### src/rtl/stage_ma_mem.sv
// Memory-access stage: ALU writeback or req/ack data-memory transaction.
// Stalls the EX/MA register while a transaction is in flight.
module stage_ma_mem #(
  parameter int unsigned TIMEOUT = 16
) (
  input  logic        clk,
  input  logic        rst,
  input  logic        valid_in,
  input  logic [31:0] busc_in,
  input  logic [31:0] store_data_in,
  input  logic [2:0]  funct3_in,
  input  logic        is_load_in,
  input  logic        is_store_in,
  input  logic [4:0]  rd_in,
  output logic        stall_out,
  output logic        dmem_req,
  output logic        dmem_we,
  output logic [31:0] dmem_addr,
  output logic [31:0] dmem_wdata,
  output logic [3:0]  dmem_be,
  input  logic [31:0] dmem_rdata,
  input  logic        dmem_ack,
  output logic [31:0] result_out,
  output logic [4:0]  rd_out,
  output logic        wb_valid_out,
  output logic        fault_out
);

  localparam logic [0:0] IDLE   = 1'b0;
  localparam logic [0:0] ACCESS = 1'b1;
  localparam int CW = $clog2(TIMEOUT + 1);
  localparam logic [CW-1:0] CLAST = CW'(TIMEOUT - 1);

  logic [0:0]    state_q, state_d;
  logic          req_q, req_d;
  logic          we_q, we_d;
  logic [31:0]   addr_q, addr_d;
  logic [31:0]   wdata_q, wdata_d;
  logic [3:0]    be_q, be_d;
  logic [31:0]   res_q, res_d;
  logic [4:0]    rd_q, rd_d;
  logic          wbv_q, wbv_d;
  logic          flt_q, flt_d;
  logic [CW-1:0] cnt_q, cnt_d;
  logic [2:0]    f3_q, f3_d;
  logic [1:0]    off_q, off_d;
  logic [4:0]    rdp_q, rdp_d;

  logic        is_mem, both, f3_ok, misal, bad;
  logic        accept, expire;
  logic [31:0] wd_n, sh_data;
  logic [3:0]  be_n;
  logic [31:0] ld_val;

  always_comb begin
    is_mem = is_load_in | is_store_in;
    both   = is_load_in & is_store_in;
    f3_ok  = 1'b0;
    if (is_load_in)
      f3_ok = (funct3_in == 3'b000) || (funct3_in == 3'b001) ||
              (funct3_in == 3'b010) || (funct3_in == 3'b100) ||
              (funct3_in == 3'b101);
    else
      f3_ok = (funct3_in == 3'b000) || (funct3_in == 3'b001) ||
              (funct3_in == 3'b010);
    misal = ((funct3_in[1:0] == 2'b01) && busc_in[0]) ||
            ((funct3_in[1:0] == 2'b10) && (busc_in[1:0] != 2'b00));
    bad    = both | ~f3_ok | misal;
    accept = (state_q == IDLE) & valid_in & is_mem & ~bad;
    expire = (state_q == ACCESS) & ~dmem_ack & (cnt_q == CLAST);
    stall_out = accept |
                ((state_q == ACCESS) & ~dmem_ack & ~expire);
  end

  always_comb begin
    wd_n = store_data_in;
    be_n = 4'b1111;
    if (is_store_in) begin
      unique case (funct3_in[1:0])
        2'b00: begin
          wd_n = {4{store_data_in[7:0]}};
          be_n = 4'b0001 << busc_in[1:0];
        end
        2'b01: begin
          wd_n = {2{store_data_in[15:0]}};
          be_n = 4'b0011 << busc_in[1:0];
        end
        default: begin
          wd_n = store_data_in;
          be_n = 4'b1111;
        end
      endcase
    end
  end

  // Lane select by byte offset, then extend per funct3
  always_comb begin
    sh_data = dmem_rdata >> {off_q, 3'b000};
    unique case (f3_q)
      3'b000:  ld_val = {{24{sh_data[7]}}, sh_data[7:0]};
      3'b100:  ld_val = {24'h0, sh_data[7:0]};
      3'b001:  ld_val = {{16{sh_data[15]}}, sh_data[15:0]};
      3'b101:  ld_val = {16'h0, sh_data[15:0]};
      default: ld_val = dmem_rdata;
    endcase
  end

  always_comb begin
    state_d = state_q;
    req_d   = req_q;
    we_d    = we_q;
    addr_d  = addr_q;
    wdata_d = wdata_q;
    be_d    = be_q;
    res_d   = res_q;
    rd_d    = rd_q;
    wbv_d   = 1'b0;
    flt_d   = 1'b0;
    cnt_d   = cnt_q;
    f3_d    = f3_q;
    off_d   = off_q;
    rdp_d   = rdp_q;
    case (state_q)
      IDLE: begin
        if (valid_in && !is_mem) begin
          res_d = busc_in;
          rd_d  = rd_in;
          wbv_d = (rd_in != 5'd0);
        end else if (valid_in && bad) begin
          flt_d = 1'b1;
        end else if (accept) begin
          state_d = ACCESS;
          req_d   = 1'b1;
          we_d    = is_store_in;
          addr_d  = {busc_in[31:2], 2'b00};
          wdata_d = wd_n;
          be_d    = be_n;
          cnt_d   = '0;
          f3_d    = funct3_in;
          off_d   = busc_in[1:0];
          rdp_d   = rd_in;
        end
      end
      default: begin
        if (dmem_ack) begin
          state_d = IDLE;
          req_d   = 1'b0;
          if (!we_q) begin
            res_d = ld_val;
            rd_d  = rdp_q;
            wbv_d = (rdp_q != 5'd0);
          end
        end else if (expire) begin
          state_d = IDLE;
          req_d   = 1'b0;
          flt_d   = 1'b1;
        end else begin
          cnt_d = cnt_q + 1'b1;
        end
      end
    endcase
  end

  always_ff @(posedge clk) begin
    if (rst) begin
      state_q <= IDLE;
      req_q   <= 1'b0;
      we_q    <= 1'b0;
      addr_q  <= '0;
      wdata_q <= '0;
      be_q    <= '0;
      res_q   <= '0;
      rd_q    <= '0;
      wbv_q   <= 1'b0;
      flt_q   <= 1'b0;
      cnt_q   <= '0;
      f3_q    <= '0;
      off_q   <= '0;
      rdp_q   <= '0;
    end else begin
      state_q <= state_d;
      req_q   <= req_d;
      we_q    <= we_d;
      addr_q  <= addr_d;
      wdata_q <= wdata_d;
      be_q    <= be_d;
      res_q   <= res_d;
      rd_q    <= rd_d;
      wbv_q   <= wbv_d;
      flt_q   <= flt_d;
      cnt_q   <= cnt_d;
      f3_q    <= f3_d;
      off_q   <= off_d;
      rdp_q   <= rdp_d;
    end
  end

  assign dmem_req     = req_q;
  assign dmem_we      = we_q;
  assign dmem_addr    = addr_q;
  assign dmem_wdata   = wdata_q;
  assign dmem_be      = be_q;
  assign result_out   = res_q;
  assign rd_out       = rd_q;
  assign wb_valid_out = wbv_q;
  assign fault_out    = flt_q;

endmodule

### config.mk
export PLATFORM = sky130hd
export DESIGN_NAME = stage_ma_mem
export DESIGN_NICKNAME = d
export VERILOG_FILES = /design/src/rtl/stage_ma_mem.sv
export SDC_FILE = /design/constraint.sdc
export NUM_CORES = 1
export LEC_CHECK = 0
export BUFFER_PORTS_ARGS = -buffer_cell sky130_fd_sc_hd__buf_4
export CORE_MARGIN = 2
export CORE_UTILIZATION = 46
export DETAILED_ROUTE_END_ITERATION = 10
export GPL_TIMING_DRIVEN = 0
export PLACE_DENSITY = 0.8
export SYNTH_ARGS = -nofsm -noshare
export SYNTH_HDL_FRONTEND = slang
export SYNTH_SLANG_ARGS = --single-unit
export TNS_END_PERCENT = 50
### constraint.sdc
create_clock -name clk -period 1.85 [get_ports clk]
set_clock_uncertainty 0.15 [all_clocks]
set_input_delay 0.185 -clock clk [delete_from_list [all_inputs] [get_ports clk]]
set_output_delay 0.185 -clock clk [all_outputs]
set_load 0.02 [all_outputs]
; After elaboration in Yosys (flattened, before gate mapping)
; Cells that the tools add are included.
[word_totals]
register_bits = 123
word_cells = 116
[op_classes]
add_sub_neg = 1
n_eq_ne = 17
n_shift = 3
n_mux = 41
bitwise = 18
n_reduce_logical = 22
[op_table]
columns = operator, count
row1 = $mux 32, 5
row2 = $pmux 32 s4, 1
row3 = $pmux 32 s2, 1
row4 = $mux 5, 10
row5 = $shr 32x5->16, 1
row6 = $mux 1, 22
row7 = $eq 3x3->1 const B, 4
row8 = $ne 2x2->1 const B, 6
row9 = $reduce_bool 5->1, 2
row10 = $pmux 4 s2, 1
row11 = $reduce_and 4->1, 2
row12 = $and 1x1->1, 7
row13 = $not 1->1, 7
row14 = $eq 3x1->1 const B, 2
row15 = $logic_not 3->1, 2
row16 = $reduce_bool 2->1, 3
row17 = $add 5x1->5 const B, 1
row18 = $eq 5x4->1 const B, 1
row19 = $logic_or 1x1->1, 5
row20 = $reduce_and 5->1, 1
row21 = $logic_and 1x1->1, 4
row22 = $mux 4, 1
row23 = $or 1x1->1, 4
row24 = $shl 1x2->4 const A, 1
row25 = 8 further kinds, 8

; Logic depth before layout (Yosys ltp)
; Gate-level depths: netlist of run 1.
[depth]
word_depth = 15
ltp_mapped = 7

; Worst setup path after synthesis of run 1
; OpenSTA, ideal clock, no wires.
[synth_path]
path_kind = reg2out
start = register cnt_q[0]
end = output stall_out
arrival_time_ps = 1562
path_slack_ps = -47
stages_incl_launch_ff = 6
cell_sequence = dfxtp_1 ha_1 and3_1 ha_1 or3b_2 nand2_1
[synth_between]
elab_chain_len = 5
[synth_lines]
columns = element, line
row1 = "start, declared", 44  ; logic [CW-1:0] cnt_q, cnt_d;
row2 = "start signal, assigned", 191  ; cnt_q <= cnt_d;
row3 = $eq 5x4->1, 70  ; expire = (state_q == ACCESS) & ~dmem_ack & (cnt_q == CLAST);
row4 = $and 1x1->1, 70
row5 = $not 1->1, 72  ; ((state_q == ACCESS) & ~dmem_ack & ~expire);
row6 = $and 1x1->1, 72
row7 = $or 1x1->1, 71  ; stall_out = accept |
row8 = "end, declared", 15  ; output logic stall_out,
; Every way passes these cells.

; Worst setup path after layout of run 1
[layout_path]
start = register cnt_q[1]
end = output stall_out
; The elaborated chain is that of the path after synthesis.

==> results of run 1 <==
worst paths after layout:
check / end / start / slack (ns)
worst max register to register: cnt_q[3] / cnt_q[1] / -0.25
worst min-delay path: dmem_wdata[11] / store_data_in[11] / 0.01
worst min register to register: dmem_req / dmem_req / 0.31
worst max-delay path: stall_out / cnt_q[1] / -0.32
flip-flops by register name, summed over array words and instances (netlist names):
name / cells
fault_out: 1
result_out: 32
state_q: 1
dmem_addr: 30
wb_valid_out: 1
rd_out: 5
cnt_q: 5
rdp_q: 5
f3_q: 3
dmem_wdata: 32
off_q: 2
dmem_be: 4
dmem_req: 1
dmem_we: 1
layer usage:
layer	wire length, um	global-route usage (%)	up-vias
met3	2406	8.318	113
met4	1263	17.67	0
met5	0	0	-
met2	12110	56.43	483
li1	-	-	3435
met1	9953	40.71	3573
cell type report:
type | instances | area [um2] | share of cell area, %
well taps | 176 | 220.2 | 2.263
multi-input cells | 515 | 3513 | 36.11
clock buffers | 27 | 533.0 | 5.478
inverters | 26 | 97.59 | 1.003
plain buffers | 86 | 488.0 | 5.015
diodes | 1 | 2.502 | 0.02572
clock inverters | 1 | 30.03 | 0.3086
repair buffers | 294 | 2377 | 24.43
flip-flops and latches | 123 | 2469 | 25.37
Yosys cell counts, types with 9 or more instances:
cell / count / area (um2)
dfxtp_1: 123 / 2462
a21oi_1: 104 / 520.5
nand3_1: 71 / 355.3
o21ai_0: 62 / 310.3
clkbuf_1: 47 / 176.4
nand2_1: 36 / 135.1
mux2i_1: 28 / 280.3
inv_1: 26 / 97.59
o311ai_0: 23 / 201.4
nor2_1: 22 / 82.58
buf_2: 21 / 105.1
o211ai_1: 17 / 127.6
a211oi_1: 14 / 105.1
o2111ai_1: 13 / 113.9
buf_4: 9 / 67.56
nand2b_1: 9 / 56.30
kinds of logic (layout without fill, tap and decap cells):
| family | after synthesis | after routing |
|---|---|---|
| other cells | 1 | 3 |
| xor+xnor | 2 | 2 |
| compound gates | 300 | 300 |
| flops | 123 | 123 |
| simple gates | 174 | 174 |
| fa+ha+maj | 2 | 2 |
| mux | 35 | 35 |
| buf+inv | 114 | 434 |
worst max-delay path: stages (launching register included):
cell and delay [ns]:
dfxtp_4 0.35, ha_4 0.16, and3_4 0.18, ha_4 0.15, or3b_4 0.38, nand2_2 0.08, buf_6 0.11
power by group through the flow:
stage,sequential (mW),combinational [mW],clock (mW)
2_1_floorplan,3.00,0.577,0
3_3_place_gp,2.89,1.29,0
3_5_place_dp,2.89,1.30,0
4_1_cts,2.84,1.43,3.23
5_1_grt,2.85,1.59,3.33
6_report,2.84,1.50,3.20
timing repair:
action	4_1_cts	5_1_grt
endpoints found under the hold margin	88	0
hold buffers	60	0
gates resized for setup	27	43
setup endpoints to repair	64	94
pin swaps	9	14
buffers inserted	8	11
==> results.sh, run 1 <==
export IMPL_grt_antenna_before_repair=1
export IMPL_syn_area_um2=6346
export IMPL_grt_pass1_wl_mm=38.76
export IMPL_critPathLaunchType="register"
export IMPL_reg2reg_depth=9
export IMPL_preCtsSetupSlack_ns=-0.2647
export IMPL_crit_type="register to output pin"
export IMPL_synth_cells=751
export IMPL_finalHoldViolCount=0
export IMPL_track_usage_pct=34.02
export IMPL_placed_cells=1144
export IMPL_io_buffers=216
export IMPL_area_growth_pct=53.33
export IMPL_finalCriticalPeriod_ns=2.174
export IMPL_drive_gt1_share_pct=34.33
export IMPL_synthFlopType="dfxtp_1"
export IMPL_coreArea_um2=13350
export IMPL_async_flop_share_pct=0
export IMPL_clkTransAtPathRegs_ns=0.05
export IMPL_synth_yosys_warnings=0
export IMPL_placed_cell_area_um2=8197
export IMPL_cts_root_buf="clkbuf_16"
export IMPL_clock_fmax_mhz=460.1
export IMPL_setup_ws_ns=-0.3236
export IMPL_via_per_inst=6.088
export IMPL_whs_ns=0.01226
export IMPL_dp_hpwl_mm=18.08
export IMPL_violations="negative setup slack"
export IMPL_arrival_ns=1.84
export IMPL_p_sw_share_pct=27.31
export IMPL_p_int_mw=5.488
export IMPL_synth_top_family_by_area="compound AO/OA/AOI/OAI gates"
export IMPL_fin_area_um2=9731
export IMPL_row_count=42
export IMPL_synth_compound_area_share_pct=32.02
export IMPL_fin_crit_sh_pct=117.5
export IMPL_synth_distinct_cells=60
export IMPL_cts_sinks=123
export IMPL_ys_ff_latch=123
export IMPL_clkPwrFrac_pct=42.4
export IMPL_net_switching_power_mw=2.062
export IMPL_p_seq_share_pct=37.6
export IMPL_worst_slew_pin_slew_ns=0.7855
export IMPL_comb_power_share_pct=19.9
export IMPL_rsz0062_at_grt="yes"
export IMPL_setup_violations=8
export IMPL_synth_adder_area_share_pct=0.3943
export IMPL_cts_tree="yes"
export IMPL_drt_iter0_markers=782
export IMPL_final_cell_count_no_fill=1249
export IMPL_die_height_um=121.5
export IMPL_cts_buffers=17
export IMPL_synth_edf_count=0
export IMPL_antenna_left=0
export IMPL_seq_area_frac_synth_pct=38.80
export IMPL_layout_common_cells="buf_4, dfxtp_1, a21oi_1, nand3_1, o21ai_0"
export IMPL_grt_max_degree=17
export IMPL_synthMuxAreaShare_pct=5.659
export IMPL_status="finished, violations left"
export IMPL_drc_errors=0
export IMPL_clkLatencyLatePin_ns=0.42
export IMPL_hold_class="input port to register"
export IMPL_htree_levels=4
export IMPL_min_path_cells=3
export IMPL_vias=7604
export IMPL_critPathCaptureType="output pin"
export IMPL_wl_per_cell_um=20.60
export IMPL_max_cap_viol_count=0
export IMPL_vdd_drop_max_mv=0.6210
export IMPL_power_density_nw_per_um2=775.9
export IMPL_drv_slew=0
export IMPL_layout_commonest_cell="buf_4"
export IMPL_synth_xor_area_share_pct=0.2760
export IMPL_maxSlewHeadroom_pct=47.64
export IMPL_grt_pass1_vias=7324
export IMPL_required_ns=1.51
export IMPL_tns_ns=-1.476
export IMPL_p_leak_nw=3.777
export IMPL_fin_nets=1175
export IMPL_initial_core_util_pct=47.54
export IMPL_die_area_um2=14750
export IMPL_gr_total_overflow=0
export IMPL_final_util_pct=72.90
export IMPL_routed_wl_mm=25.73
export IMPL_die_x_um=121.5
export IMPL_clk_path_buf_depth=2
export IMPL_io_pin_count=220
export IMPL_cp_max_fo=2
export IMPL_total_power_mw=7.550
export IMPL_fill_cells=1046
export IMPL_syn_area_per_cell_um2=8.450
export IMPL_dr_pass1_iters=7
export IMPL_synth_simple_area_share_pct=14.31
export IMPL_gp_congestion=0.9417
Power figures use the tool's default switching activity.
==> run 2, diff against run 1 <==
--- a/config.mk
+++ b/config.mk
@@ -11,7 +11,8 @@
 export DETAILED_ROUTE_END_ITERATION = 10
 export GPL_TIMING_DRIVEN = 0
 export PLACE_DENSITY = 0.8
+export SKIP_CTS_REPAIR_TIMING = 1
 export SYNTH_ARGS = -nofsm -noshare
 export SYNTH_HDL_FRONTEND = slang
 export SYNTH_SLANG_ARGS = --single-unit
-export TNS_END_PERCENT = 50
+export TNS_END_PERCENT = 30
==> run 2 against run 1 <==
  * The run ends with negative hold slack, negative setup slack left
  * Maximum frequency down 1.7%
  * Die area unchanged
  * Cell count down 1.2%
  * Core utilization fell by 1.4 points
  * Global-route usage shrank 1.9 points
  * Via count is 1.7% lower
  * Sequential power barely moved
  * Combinational power about the same
  * Count of clock-buffer cells in the layout did not move
  * Largest power group unchanged
  * Register-to-register slack better by 0.12 ns
  * Critical endpoint unchanged
==> results.sh, run 2 (synthesized netlist as in run 1, its figures left out) <==
export IMPL_worst_path_largest_cell_delay_ns=0.42
export IMPL_row_count=42
export IMPL_critPathCaptureType="output pin"
export IMPL_rrSetupSlack_ns=-0.13
export IMPL_critical_path_buf_inv_count=1
export IMPL_worst_slew_pin_slew_ns=0.8007
export IMPL_cp_depth=6
export IMPL_critical_path_slowest_cell="or3b_4"
export IMPL_fin_nets=1161
export IMPL_antenna_cells=0
export IMPL_gp_congestion=0.9417
export IMPL_finalCriticalPeriod_ns=2.210
export IMPL_maxSlewHeadroom_pct=46.62
export IMPL_io_buffers=216
export IMPL_htree_levels=4
export IMPL_crit_family="simple AND/OR/NAND/NOR gates"
export IMPL_clkTransAtPathRegs_ns=0.05
export IMPL_cts_buffers=17
export IMPL_crit_top_cell="ha_4"
export IMPL_routed_wl_mm=25.18
export IMPL_timing_rr_end="cnt_q[3]"
export IMPL_antenna_left=0
export IMPL_crit_type="register to output pin"
export IMPL_drv_slew=0
export IMPL_clock_fmax_mhz=452.5
export IMPL_status="finished, violations left"
export IMPL_layout_commonest_cell="buf_4"
export IMPL_rsz0062_at_grt="yes"
export IMPL_cts_tree="yes"
export IMPL_fin_crit_sh_pct=119.5
export IMPL_grt_pass1_wl_mm=36.49
export IMPL_drive_gt1_share_pct=33.08
export IMPL_path_cells="ha_4 > and3_4 > ha_4 > or3b_4 > nand2_2 > buf_6"
export IMPL_vdd_drop_max_mv=0.6282
export IMPL_p_int_mw=5.469
export IMPL_dp_hpwl_mm=18.08
export IMPL_p_seq_share_pct=37.6
export IMPL_holdPathEnd="dmem_wdata[21]"
export IMPL_area_growth_pct=50.30
export IMPL_grt_max_degree=17
export IMPL_final_util_pct=71.46
export IMPL_io_pin_count=220
export IMPL_cts_sinks=123
export IMPL_finalHoldViolCount=7
export IMPL_setup_ws_ns=-0.3601
export IMPL_p_sw_share_pct=27.47
export IMPL_net_switching_power_mw=2.071
export IMPL_max_cap_viol_count=0
export IMPL_cts_root_buf="clkbuf_16"
export IMPL_gr_total_overflow=0
export IMPL_power_density_nw_per_um2=790.6
export IMPL_layout_common_cells="buf_4, dfxtp_1, a21oi_1, nand3_1, o21ai_0"
export IMPL_vias=7478
export IMPL_multiInputGateArea_um2=3472
export IMPL_die_height_um=121.5
export IMPL_whs_ns=-0.03867
export IMPL_clkLatencyLatePin_ns=0.42
export IMPL_cp_max_fo=4
export IMPL_track_usage_pct=32.12
export IMPL_arrival_ns=1.88
export IMPL_drc_errors=0
export IMPL_via_per_inst=6.060
export IMPL_p_leak_nw=3.692
export IMPL_critPathLaunchType="register"
export IMPL_hold_class="input port to register"
export IMPL_die_area_um2=14750
export IMPL_final_seq_area_um2=2472
export IMPL_grt_pass1_vias=6837
export IMPL_initial_core_util_pct=47.54
export IMPL_min_path_cells=3
export IMPL_wl_per_cell_um=20.40
export IMPL_clk_path_buf_depth=2
export IMPL_coreArea_um2=13350
export IMPL_grt_antenna_before_repair=0
export IMPL_setup_violations=5
export IMPL_required_ns=1.51
export IMPL_die_x_um=121.5
export IMPL_worstHoldStart="store_data_in[21]"
export IMPL_fill_cells=1089
export IMPL_drt_iter0_markers=910
export IMPL_clkPwrFrac_pct=42.8
export IMPL_comb_power_share_pct=19.6
export IMPL_reg2reg_depth=8
export IMPL_dr_pass1_iters=5
export IMPL_violations="negative hold slack, negative setup slack"
export IMPL_rr_startpoint="cnt_q[0]"
-- run 2: cell type report --
cell class	count	share of cell area [%]
clock buffer	27	5.588
multi-input combinational	515	36.40
buffer	87	5.077
timing repair buffer	279	23.36
sequential	123	25.92
inverter	26	1.023
clock inverter	1	0.3148
tap	176	2.309
-- run 2: how the worst max path moves through the flow --
stage / start / endpoint / slack [ns]
6_report: cnt_q[0] / stall_out / -0.36
5_1_grt: cnt_q[1] / stall_out / -0.40
4_1_cts: state_q / stall_out / -0.69
3_5_place_dp: rst / wb_valid_out / -0.26
3_3_place_gp: rst / wb_valid_out / -0.23
2_1_floorplan: cnt_q[0] / cnt_q[4] / 0.02
-- run 2: power by group through the flow --
| stage | sequential (mW) | clock (mW) | combinational (mW) |
|---|---|---|---|
| after floorplan | 3.00 | 0 | 0.577 |
| after global placement | 2.89 | 0 | 1.29 |
| after detailed placement | 2.89 | 0 | 1.30 |
| after CTS | 2.84 | 3.23 | 1.31 |
| after global routing | 2.85 | 3.35 | 1.56 |
| final | 2.84 | 3.22 | 1.48 |
-- run 2: worst min-delay path, cell delays in order --
cell      delay (ns)
buf_4           0.11
mux2i_1         0.11
a211oi_1        0.08
-- run 2: metrics by stage --
step	instance area (um2)	power, mW	setup TNS (ns)	worst slack (ns)	cells
after global placement	8197	4.177	-8.142	-0.2338	1144
after CTS	8760	7.372	-5.010	-0.6901	1172
after detailed placement	8197	4.195	-9.758	-0.2647	1144
final	9538	7.541	-0.6278	-0.3601	1234
after floorplan	6355	3.577	0	0.01708	752
after global routing	9538	7.759	-1.149	-0.3971	1234
-- run 2: per-layer routing --
layer	vias up	GRT usage [%]	part of all wire (%)
li1	3396	-	-
met1	3514	39.80	40
met2	488	52.49	47
met3	80	7.425	9.2
met4	0	15.66	3.9
met5	-	0	0
==> run 3, diff against run 2 <==
--- a/config.mk
+++ b/config.mk
@@ -7,10 +7,11 @@
 export LEC_CHECK = 0
 export BUFFER_PORTS_ARGS = -buffer_cell sky130_fd_sc_hd__buf_4
 export CORE_MARGIN = 2
-export CORE_UTILIZATION = 46
+export CORE_UTILIZATION = 30
+export CTS_CLUSTER_SIZE = 30
 export DETAILED_ROUTE_END_ITERATION = 10
 export GPL_TIMING_DRIVEN = 0
-export PLACE_DENSITY = 0.8
+export PLACE_DENSITY = 0.57
 export SKIP_CTS_REPAIR_TIMING = 1
 export SYNTH_ARGS = -nofsm -noshare
 export SYNTH_HDL_FRONTEND = slang
==> run 3 against run 2 <==
  * The run still ends with negative hold slack, negative setup slack left
  * Core utilization is 25 points lower
  * Register-to-register slack better by 0.08 ns
  * Critical path depth unchanged
  * Clock power increased by 8.7%
  * Combinational power hardly changed
  * Global-route usage decreased by 9.3 points
  * Non-clock buffer count decreased by 3
  * Worst setup slack got worse by 0.017 ns
  * Wire length rose by 5.6%
==> results.sh, run 3 (synthesized netlist as in run 1, its figures left out) <==
export IMPL_status="finished, violations left"
export IMPL_violations="negative hold slack, negative setup slack"
export IMPL_required_ns=1.51
export IMPL_startpoint="cnt_q[1]"
export IMPL_finalCriticalPeriod_ns=2.227
export IMPL_worst_path_largest_cell_delay_ns=0.43
export IMPL_die_height_um=149.4
export IMPL_track_usage_pct=22.82
export IMPL_clkLatencyLatePin_ns=0.41
export IMPL_fin_nets=1158
export IMPL_power_density_nw_per_um2=804.1
export IMPL_area_growth_pct=53.35
export IMPL_fin_crit_sh_pct=120.4
export IMPL_critical_path_buf_inv_count=1
export IMPL_gr_total_overflow=0
export IMPL_whs_ns=-0.02717
export IMPL_cts_sinks=123
export IMPL_antenna_left=0
export IMPL_path_cells="ha_4 > and3_4 > ha_4 > or3b_4 > nand2_2 > buf_6"
export IMPL_maxSlewHeadroom_pct=48.27
export IMPL_coreArea_um2=20890
export IMPL_drt_iter0_markers=393
export IMPL_final_cell_count_no_fill=1333
export IMPL_critical_path_slowest_cell="or3b_4"
export IMPL_placed_cells=1243
export IMPL_multiInputGateArea_um2=3493
export IMPL_preCtsSetupSlack_ns=-0.3322
export IMPL_die_x_um=149.4
export IMPL_critPathLaunchType="register"
export IMPL_rsz0062_at_grt="yes"
export IMPL_io_buffers=216
export IMPL_final_seq_area_um2=2466
export IMPL_max_cap_viol_count=0
export IMPL_crit_top_cell="ha_4"
export IMPL_antenna_cells=0
export IMPL_clk_path_buf_depth=2
export IMPL_hold_class="input port to register"
export IMPL_gp_congestion=0.8489
export IMPL_crit_family="simple AND/OR/NAND/NOR gates"
export IMPL_drive_gt1_share_pct=33.93
export IMPL_vias=7089
export IMPL_dp_hpwl_mm=19.93
export IMPL_htree_levels=4
export IMPL_crit_type="register to output pin"
export IMPL_critPathCaptureType="output pin"
export IMPL_grt_pass1_vias=6613
export IMPL_layout_commonest_cell="buf_4"
export IMPL_cts_buffers=17
export IMPL_dr_pass1_iters=5
export IMPL_layout_common_cells="buf_4, dfxtp_1, a21oi_1, nand3_1, o21ai_0"
export IMPL_cp_depth=6
export IMPL_fill_cells=2073
export IMPL_grt_max_degree=17
export IMPL_cts_tree="yes"
export IMPL_io_pin_count=220
export IMPL_finalHoldViolCount=6
export IMPL_grt_pass1_wl_mm=38.65
export IMPL_grt_antenna_before_repair=0
export IMPL_cp_max_fo=4
export IMPL_rr_startpoint="cnt_q[1]"
export IMPL_initial_core_util_pct=30.38
export IMPL_clock_fmax_mhz=449.0
export IMPL_routed_wl_mm=26.58
export IMPL_wl_per_cell_um=19.94
export IMPL_p_leak_nw=3.721
export IMPL_via_per_inst=5.318
export IMPL_worst_slew_pin_slew_ns=0.7760
export IMPL_row_count=53
export IMPL_clkTransAtPathRegs_ns=0.06
export IMPL_die_area_um2=22330
export IMPL_min_path_cells=3
export IMPL_vdd_drop_max_mv=0.6739
export IMPL_setup_ws_ns=-0.3771
export IMPL_worstHoldStart="store_data_in[23]"
export IMPL_arrival_ns=1.89
export IMPL_drc_errors=0
export IMPL_setup_violations=4
export IMPL_drv_slew=0
export IMPL_cts_root_buf="clkbuf_16"
export IMPL_total_power_mw=7.825
export IMPL_reg2reg_depth=7
## run 3: cell count changes in the layout (fill, tap and decap cells not counted), moves of 3 or more
cell / before / now
clkbuf_8: 7 / 0
clkbuf_1: 40 / 34
buf_4: 237 / 232
clkinv_2: 0 / 5
bufinv_16: 1 / 4
clkbuf_2: 9 / 12
clkinvlp_4: 0 / 3
o221ai_1: 4 / 1
o221ai_2: 3 / 6
## run 3: tightest hold or removal path: cells and delay by family
family | cells | cell delay (ns)
AO/OA/AOI/OAI | 1 | 0.08
buffers and inverters | 1 | 0.11
multiplexers | 1 | 0.12
## run 3: worst paths after layout
path | slack, ns | to
worst min register to register | 0.31 | dmem_req
worst max register to register | -0.05 | cnt_q[0]
worst min-delay path | -0.03 | dmem_wdata[23]
worst max-delay path | -0.38 | stall_out
## run 3: cell type report
| class | count | area share [%] |
|---|---|---|
| clock inverters | 13 | 1.813 |
| plain buffers | 86 | 5.078 |
| flip-flops and latches | 123 | 25.34 |
| multi-input cells | 515 | 35.90 |
| clock buffers | 18 | 4.410 |
| well taps | 275 | 3.536 |
| repair buffers | 277 | 22.92 |
| inverters | 26 | 1.003 |
## run 3: where the power goes
group	switching [mW]	total, mW	internal, mW
registers	0.0788	2.84	2.76
clock network	1.27	3.50	2.23
logic	0.839	1.48	0.644
## run 3: per-layer routing
layer	part of all wire [%]	vias to the layer above	wire (um)	global-route usage (%)
met2	47	280	12510	36.88
met1	44	3386	11670	30.17
met5	0	-	0	0
met4	1.2	0	320	5.762
met3	7.8	23	2079	6.220
li1	-	3400	-	-
## run 3: metrics by stage
stage,TNS (ns),instance area (um2),util [%]
finish,-0.4845,9732,46.59
global route,-1.424,9732,46.59
CTS,-7.552,8926,42.73
detailed placement,-15.69,8320,39.83
global placement,-14.56,8320,39.83
floorplan,0,6355,-
